## config.mk

```make
export PLATFORM = sky130hd
export DESIGN_NAME = booth_mult
export DESIGN_NICKNAME = d
export VERILOG_FILES = /design/src/rtl/booth_mult.sv
export SDC_FILE = /design/constraint.sdc
export NUM_CORES = 1
export LEC_CHECK = 0
export CAP_MARGIN = 15
export CORE_MARGIN = 4
export CORE_UTILIZATION = 50
export CTS_CLUSTER_SIZE = 25
export DETAILED_ROUTE_END_ITERATION = 10
export PLACE_DENSITY = 0.85
export SLEW_MARGIN = 30
export SYNTH_ARGS = -nofsm -noshare
export SYNTH_HDL_FRONTEND = slang
export SYNTH_SLANG_ARGS = --single-unit
```

## constraint.sdc

```tcl
create_clock -name clk -period 5.15 [get_ports clk]
set_clock_uncertainty 0.15 [all_clocks]
set_input_delay 0.7725 -clock clk [delete_from_list [all_inputs] [get_ports clk]]
set_output_delay 0.7725 -clock clk [all_outputs]
set_load 0.05 [all_outputs]
```

## src/rtl/booth_mult.sv

```systemverilog
// booth_mult: sequential signed WIDTH x WIDTH multiplier, radix-2 Booth recoding.
// One iteration per clock; the full 2*WIDTH-bit product lands on hi/lo with a
// one-cycle mult_stop pulse.
//
// Ports:
//   clk        clock, rising edge
//   reset      synchronous, active-high reset
//   mult_init  start request level; held high until mult_stop is seen
//   value_a    multiplicand (signed), sampled only on the start edge
//   value_b    multiplier (signed), sampled only on the start edge
//   busy       high while iterating
//   mult_stop  one-cycle completion pulse
//   hi         product bits [2*WIDTH-1:WIDTH]
//   lo         product bits [WIDTH-1:0]
module booth_mult #(
  parameter int unsigned WIDTH = 32
) (
  input  logic             clk,
  input  logic             reset,
  input  logic             mult_init,
  input  logic [WIDTH-1:0] value_a,
  input  logic [WIDTH-1:0] value_b,
  output logic             busy,
  output logic             mult_stop,
  output logic [WIDTH-1:0] hi,
  output logic [WIDTH-1:0] lo
);

  localparam int unsigned CntW = (WIDTH > 1) ? $clog2(WIDTH) : 1;

  typedef enum logic [1:0] {StIdle, StRun, StDone} state_e;

  state_e           state_q, state_d;
  // One guard bit on A and M keeps A-M representable when M = -2^(WIDTH-1).
  logic [WIDTH:0]   a_q, a_d;
  logic [WIDTH:0]   m_q, m_d;
  logic [WIDTH-1:0] q_q, q_d;
  logic             qm1_q, qm1_d;
  logic [CntW-1:0]  cnt_q, cnt_d;
  logic [WIDTH-1:0] hi_q, hi_d;
  logic [WIDTH-1:0] lo_q, lo_d;
  logic             stop_q, stop_d;
  logic             busy_q, busy_d;
  logic [WIDTH:0]   sum;

  // Booth add/subtract selected by the current LSB pair {Q[0], q_m1}.
  always_comb begin
    sum = a_q;
    case ({q_q[0], qm1_q})
      2'b01:   sum = a_q + m_q;
      2'b10:   sum = a_q - m_q;
      default: sum = a_q;
    endcase
  end

  always_comb begin
    state_d = state_q;
    a_d     = a_q;
    m_d     = m_q;
    q_d     = q_q;
    qm1_d   = qm1_q;
    cnt_d   = cnt_q;
    hi_d    = hi_q;
    lo_d    = lo_q;
    stop_d  = stop_q;

    unique case (state_q)
      StIdle: begin
        stop_d = 1'b0;
        if (mult_init) begin
          m_d     = {value_a[WIDTH-1], value_a};
          a_d     = '0;
          q_d     = value_b;
          qm1_d   = 1'b0;
          cnt_d   = '0;
          state_d = StRun;
        end
      end
      StRun: begin
        // Arithmetic right shift of {A, Q, q_m1}, replicating A's sign bit.
        a_d   = {sum[WIDTH], sum[WIDTH:1]};
        q_d   = {sum[0], q_q[WIDTH-1:1]};
        qm1_d = q_q[0];
        cnt_d = cnt_q + CntW'(1);
        if (cnt_q == CntW'(WIDTH - 1)) begin
          state_d = StDone;
          hi_d    = a_d[WIDTH-1:0];
          lo_d    = q_d;
          stop_d  = 1'b1;
        end
      end
      StDone: begin
        stop_d = 1'b0;
        // A held init must not retrigger; wait for it to drop first.
        if (!mult_init) state_d = StIdle;
      end
      default: begin
        state_d = StIdle;
        stop_d  = 1'b0;
      end
    endcase

    busy_d = (state_d == StRun);
  end

  always_ff @(posedge clk) begin
    if (reset) begin
      state_q <= StIdle;
      a_q     <= '0;
      m_q     <= '0;
      q_q     <= '0;
      qm1_q   <= 1'b0;
      cnt_q   <= '0;
      hi_q    <= '0;
      lo_q    <= '0;
      stop_q  <= 1'b0;
      busy_q  <= 1'b0;
    end else begin
      state_q <= state_d;
      a_q     <= a_d;
      m_q     <= m_d;
      q_q     <= q_d;
      qm1_q   <= qm1_d;
      cnt_q   <= cnt_d;
      hi_q    <= hi_d;
      lo_q    <= lo_d;
      stop_q  <= stop_d;
      busy_q  <= busy_d;
    end
  end

  assign busy      = busy_q;
  assign mult_stop = stop_q;
  assign hi        = hi_q;
  assign lo        = lo_q;

endmodule

```

==> report_table.html <==
<table>
<tr><th>Metric</th><th>Value</th></tr>
<tr><th colspan="2">Place</th></tr>
<tr><td>Final estimated routing congestion in global placement</td><td>between 0.9 and 1</td></tr>
<tr><td>Port Buffer Count</td><td>132</td></tr>
<tr><td>Cell area after placement</td><td>slightly above 0.01 mm²</td></tr>
<tr><td>Final HPWL from detailed placement</td><td>18,600 µm</td></tr>
<tr><td>Count of placed standard cells including taps</td><td>1,421</td></tr>
<tr><th colspan="2">Layout</th></tr>
<tr><td>Fraction of final layout cells sized beyond drive strength 1</td><td>between 5 and 6%</td></tr>
<tr><td>Final standard cell utilization of the core</td><td>a little over three fifths</td></tr>
<tr><td>Area grow syn2layout</td><td>23.2%</td></tr>
<tr><td>Filler Cells Inserted</td><td>1,496</td></tr>
<tr><td>Finished layout cell area</td><td>0.0109 mm²</td></tr>
<tr><td>Final cell count without fillers</td><td>1,453</td></tr>
<tr><td>Antenna Diode Count</td><td>0</td></tr>
<tr><td>Net count of the finished layout</td><td>1,319</td></tr>
<tr><th colspan="2">STA</th></tr>
<tr><td>Final Cycle Share</td><td>90.9%</td></tr>
<tr><td>Fin Setup TNS</td><td>0 ns</td></tr>
<tr><td>RSZ-0062 raised after global routing</td><td>no</td></tr>
<tr><td>Final Hold Violating Endpoints</td><td>0</td></tr>
<tr><td>Count of endpoints failing setup in the final report</td><td>0</td></tr>
<tr><td>Max_slew headroom</td><td>38.9%</td></tr>
<tr><td>Shortest period the worst path allows</td><td>4.68 ns</td></tr>
<tr><td>Transition time at the pin with the least slew margin</td><td>0.916 ns</td></tr>
<tr><td>Maximum clock frequency</td><td>214 MHz</td></tr>
<tr><td>Final Max Tran Viols</td><td>0</td></tr>
<tr><th colspan="2">Power and ir drop</th></tr>
<tr><td>Maximum vdd drop</td><td>240 µV</td></tr>
<tr><td>Internal Pwr Total</td><td>2.35 mW</td></tr>
<tr><td>Overall power after layout</td><td>roughly 3.5 mW</td></tr>
<tr><td>Leakage dissipation</td><td>3.99 nW</td></tr>
<tr><td>Fraction of power consumed by the clock network</td><td>38.8%</td></tr>
<tr><td>Fraction of power consumed by sequential logic</td><td>40.9%</td></tr>
<tr><td>Areal power density over the cells</td><td>317 mW/mm²</td></tr>
<tr><td>Switching share of power</td><td>32.0%</td></tr>
<tr><td>Power spent charging and discharging nets</td><td>1.11 mW</td></tr>
<tr><td>Part of the power in combinational logic</td><td>between 20 and 25%</td></tr>
<tr><th colspan="2">Clock tree</th></tr>
<tr><td>Sink count of the clock tree</td><td>170</td></tr>
<tr><td>Post-CTS clock slew at the launch and capture registers of the worst setup and hold paths</td><td>0.07 ns</td></tr>
<tr><td>H-tree lvl count</td><td>4</td></tr>
<tr><td>Count of hold-fix buffers inserted at cts</td><td>0</td></tr>
<tr><td>Number of buffers created by CTS</td><td>17</td></tr>
<tr><td>Maximum root-to-sink buffer count</td><td>2</td></tr>
<tr><td>Root cell of the clock tree</td><td>clkbuf_16</td></tr>
<tr><td>Post-cts gate resize count</td><td>0</td></tr>
<tr><td>TritonCTS clock tree</td><td>done</td></tr>
<tr><td>Clock latency on the worst-skew pair</td><td>about 0.43 ns</td></tr>
<tr><td>Count of buffers added by post-CTS timing repair for setup</td><td>0</td></tr>
<tr><th colspan="2">Setup path</th></tr>
<tr><td>Type of destination of the critical path</td><td>flop</td></tr>
<tr><td>Maximum fanout along the worst path</td><td>7</td></tr>
<tr><td>Critical setup path kind</td><td>reg2reg</td></tr>
<tr><td>Worst stage delay on the critical path</td><td>0.60 ns</td></tr>
<tr><td>Top cell family by delay on the critical path</td><td>simple AND/OR/NAND/NOR gates</td></tr>
<tr><td>Kind of start point of the critical path</td><td>flop</td></tr>
<tr><td>Required time of the critical path</td><td>5.33 ns</td></tr>
<tr><td>Endpoint arrival time on the critical path</td><td>4.86 ns</td></tr>
<tr><td>Critical path's most frequent cell</td><td>nor4b_2</td></tr>
<tr><td>Master of the slowest instance on the critical path</td><td>or4_4</td></tr>
<tr><td>Number of buffers and inverters on the critical path</td><td>0</td></tr>
<tr><td>Cells along the critical path</td><td>or4_4, nor4b_2, a21oi_1, xnor2_1, ha_1, nand2_1, or4_1, a21o_1, a31oi_4, a21oi_2, nor4b_2, a211oi_1, xor2_1, a2111oi_2</td></tr>
<tr><th colspan="2">GRT</th></tr>
<tr><td>Antenna violations before repair</td><td>0</td></tr>
<tr><td>First-pass GRT wire length</td><td>between 40,000 and 50,000 µm</td></tr>
<tr><td>Overflow left after global routing</td><td>0</td></tr>
<tr><td>Maximum number of pins on one net before global-route repair</td><td>86</td></tr>
<tr><td>Via count of the first global-routing pass</td><td>7,878</td></tr>
<tr><td>Total global routing track utilization</td><td>25.5%</td></tr>
<tr><th colspan="2">Routing</th></tr>
<tr><td>Routed length per instance</td><td>17.7 µm</td></tr>
<tr><td>Total length of routed met2 wires</td><td>around 12,000 µm</td></tr>
<tr><td>Met3 WL post-DR</td><td>approximately 1700 µm</td></tr>
<tr><td>First-pass iteration count of the detailed router</td><td>5</td></tr>
<tr><td>Count of antenna-violating nets left after detailed routing</td><td>0</td></tr>
<tr><td>Total routed wirelength</td><td>25,600 µm</td></tr>
<tr><td>DRT iter0 DRCs</td><td>835</td></tr>
<tr><td>Top routing layer in use</td><td>met4</td></tr>
<tr><td>Avg Vias per Cell</td><td>5.91</td></tr>
<tr><td>Via count</td><td>8,587</td></tr>
<tr><td>Count of unresolved DRC violations after routing</td><td>0</td></tr>
<tr><td>Wl on met1</td><td>11,800 µm</td></tr>
<tr><th colspan="2">Status</th></tr>
<tr><td>Status</td><td>finished clean</td></tr>
<tr><th colspan="2">Yosys</th></tr>
<tr><td>Most area-consuming cells after synthesis</td><td>dfxtp_1 39%, nand2_1 9.1%, a21oi_1 7.8%, ha_1 5.1%, xnor2_1 4.6%</td></tr>
<tr><td>Count of warnings emitted by yosys</td><td>0</td></tr>
<tr><td>Post-synth design cell area</td><td>between 0.008 and 0.009 mm²</td></tr>
<tr><td>Cell type contributing the most total cell area after synthesis</td><td>dfxtp_1</td></tr>
<tr><td>Top cell type's share of synthesized area</td><td>38.5%</td></tr>
<tr><td>Syn Nets</td><td>1,228</td></tr>
<tr><td>Most frequent cell after synthesis</td><td>nand2_1</td></tr>
<tr><td>Cell count after synthesis</td><td>roughly 1,100</td></tr>
<tr><td>Number of flops mapped to enable cells by yosys</td><td>0</td></tr>
<tr><td>Unique cell type count in the Yosys netlist</td><td>63</td></tr>
<tr><td>Post-synthesis area per instance</td><td>7.86 µm²</td></tr>
<tr><td>Post-synthesis sequential area ratio</td><td>38.5%</td></tr>
<tr><td>Most used DFF post-synth</td><td>dfxtp_1</td></tr>
<tr><td>Share of synthesized registers carrying an async set or reset</td><td>0%</td></tr>
<tr><td>Most frequent cells after synthesis</td><td>214 x nand2_1, 170 x dfxtp_1, 138 x a21oi_1</td></tr>
<tr><td>Number of storage elements in the synthesis netlist</td><td>170</td></tr>
<tr><th colspan="2">Floorplan</th></tr>
<tr><td>Effective utilization at floorplan</td><td>51.1%</td></tr>
<tr><td>Die Outline Area</td><td>0.0199 mm²</td></tr>
<tr><td>Top-level I/O count</td><td>133</td></tr>
<tr><td>Die W</td><td>141 µm</td></tr>
<tr><td># rows</td><td>between 40 and 50</td></tr>
<tr><td>Placeable Area</td><td>about 0.017 mm²</td></tr>
<tr><td>Overall die height</td><td>between 100 and 150 µm</td></tr>
<tr><th colspan="2">Worst hold path</th></tr>
<tr><td>Worst hold path class</td><td>reg2reg</td></tr>
<tr><th colspan="2">Run</th></tr>
<tr><td>Max-cap violations</td><td>0</td></tr>
</table>
[final timing paths]
kind / startpoint / end / slack [ns] / cells after the start
worst max-delay path: m_q[5]$_SDFFE_PP0P_ / hi[28]$_SDFFE_PP0P_ / 0.47 / 14
worst max register to register: m_q[5]$_SDFFE_PP0P_ / hi[28]$_SDFFE_PP0P_ / 0.47 / 14
worst min register to register: lo[22]$_SDFFE_PP0P_ / lo[22]$_SDFFE_PP0P_ / 0.31 / 2
worst min-delay path: lo[22]$_SDFFE_PP0P_ / lo[22]$_SDFFE_PP0P_ / 0.31 / 2
[power by group through the flow]
stage | combinational (mW) | clock, mW | sequential, mW
after floorplan | 0.503 | 0 | 1.43
after global placement | 0.678 | 0 | 1.44
after detailed placement | 0.684 | 0 | 1.44
after CTS | 0.689 | 1.35 | 1.41
after global routing | 0.769 | 1.42 | 1.42
final | 0.701 | 1.34 | 1.41
[through the flow]
stage                     hold WS [ns]  worst slack, ns
after floorplan                  0.281             1.02
after global placement           0.290            0.658
after detailed placement         0.297            0.540
after CTS                        0.307            0.524
after global routing             0.326            0.169
final                            0.306            0.468
[placed cells by master, fill, tap and decap left out, drive strengths merged, types with 4 or more instances in the layout]
master / Yosys / final
a22oi: 10 / 10
xor2: 8 / 8
a21oi: 139 / 139
a32o: 11 / 11
ha: 36 / 36
o21bai: 9 / 9
o22ai: 19 / 19
nor4: 7 / 7
a31oi: 7 / 7
nand2: 214 / 214
and3: 5 / 5
nand3: 15 / 15
nand4: 6 / 6
dfxtp: 170 / 170
nor2b: 7 / 7
a221oi: 21 / 21
clkbuf: 62 / 17
clkinv: 0 / 6
a22o: 20 / 20
nor2: 84 / 84
o21ai: 60 / 60
or4: 4 / 4
a32oi: 6 / 6
o211ai: 4 / 4
a21o: 11 / 11
xnor2: 46 / 46
a211oi: 7 / 7
buf: 9 / 12
o31ai: 6 / 6
clkdlybuf4s50: 0 / 131
inv: 45 / 51
mux2i: 9 / 9
nor3: 19 / 19
o21a: 4 / 4
nand2b: 13 / 13
[area by class of cell]
class	instances	area [µm²]	area share, %
flip-flops and latches	170	3400	31.2
inverters	45	169	1.55
multi-input cells	838	5010	46.0
clock inverters	15	205	1.88
clock buffers	17	425	3.91
well taps	225	282	2.58
repair buffers	143	1400	12.9
[worst register-to-register path, stage by stage, from the launching register on]
cell and delay [ns]:
dfxtp_1 0.36, or4_4 0.60, nor4b_2 0.57, a21oi_1 0.16, xnor2_1 0.16, ha_1 0.43
nand2_1 0.15, or4_1 0.54, a21o_1 0.21, a31oi_4 0.17, a21oi_2 0.12, nor4b_2 0.29
a211oi_1 0.10, xor2_1 0.18, a2111oi_2 0.38
[cells by family after synthesis]
logic type / Yosys count / share of synthesized area, %
simple gates: 388 / 19.2
compound gates: 348 / 25.3
flops: 170 / 38.5
buf+inv: 116 / 5.04
xor+xnor: 54 / 5.35
fa+ha+maj: 37 / 5.32
mux: 11 / 1.27
[routing by layer]
layer  global-route usage, %  vias to the layer above
met5                       0                        -
met4                    6.73                        0
met3                    4.61                       28
met2                    39.5                      332
met1                    36.6                     4069
li1                        -                     4158
[flip-flops by register name, indices dropped and copies added (netlist names)]
name / cells
q_q: 32
busy: 1
state_q: 2
qm1_q: 1
a_q: 32
hi: 32
mult_stop: 1
lo: 32
cnt_q: 5
m_q: 32
Power figures use the tool's default switching activity.
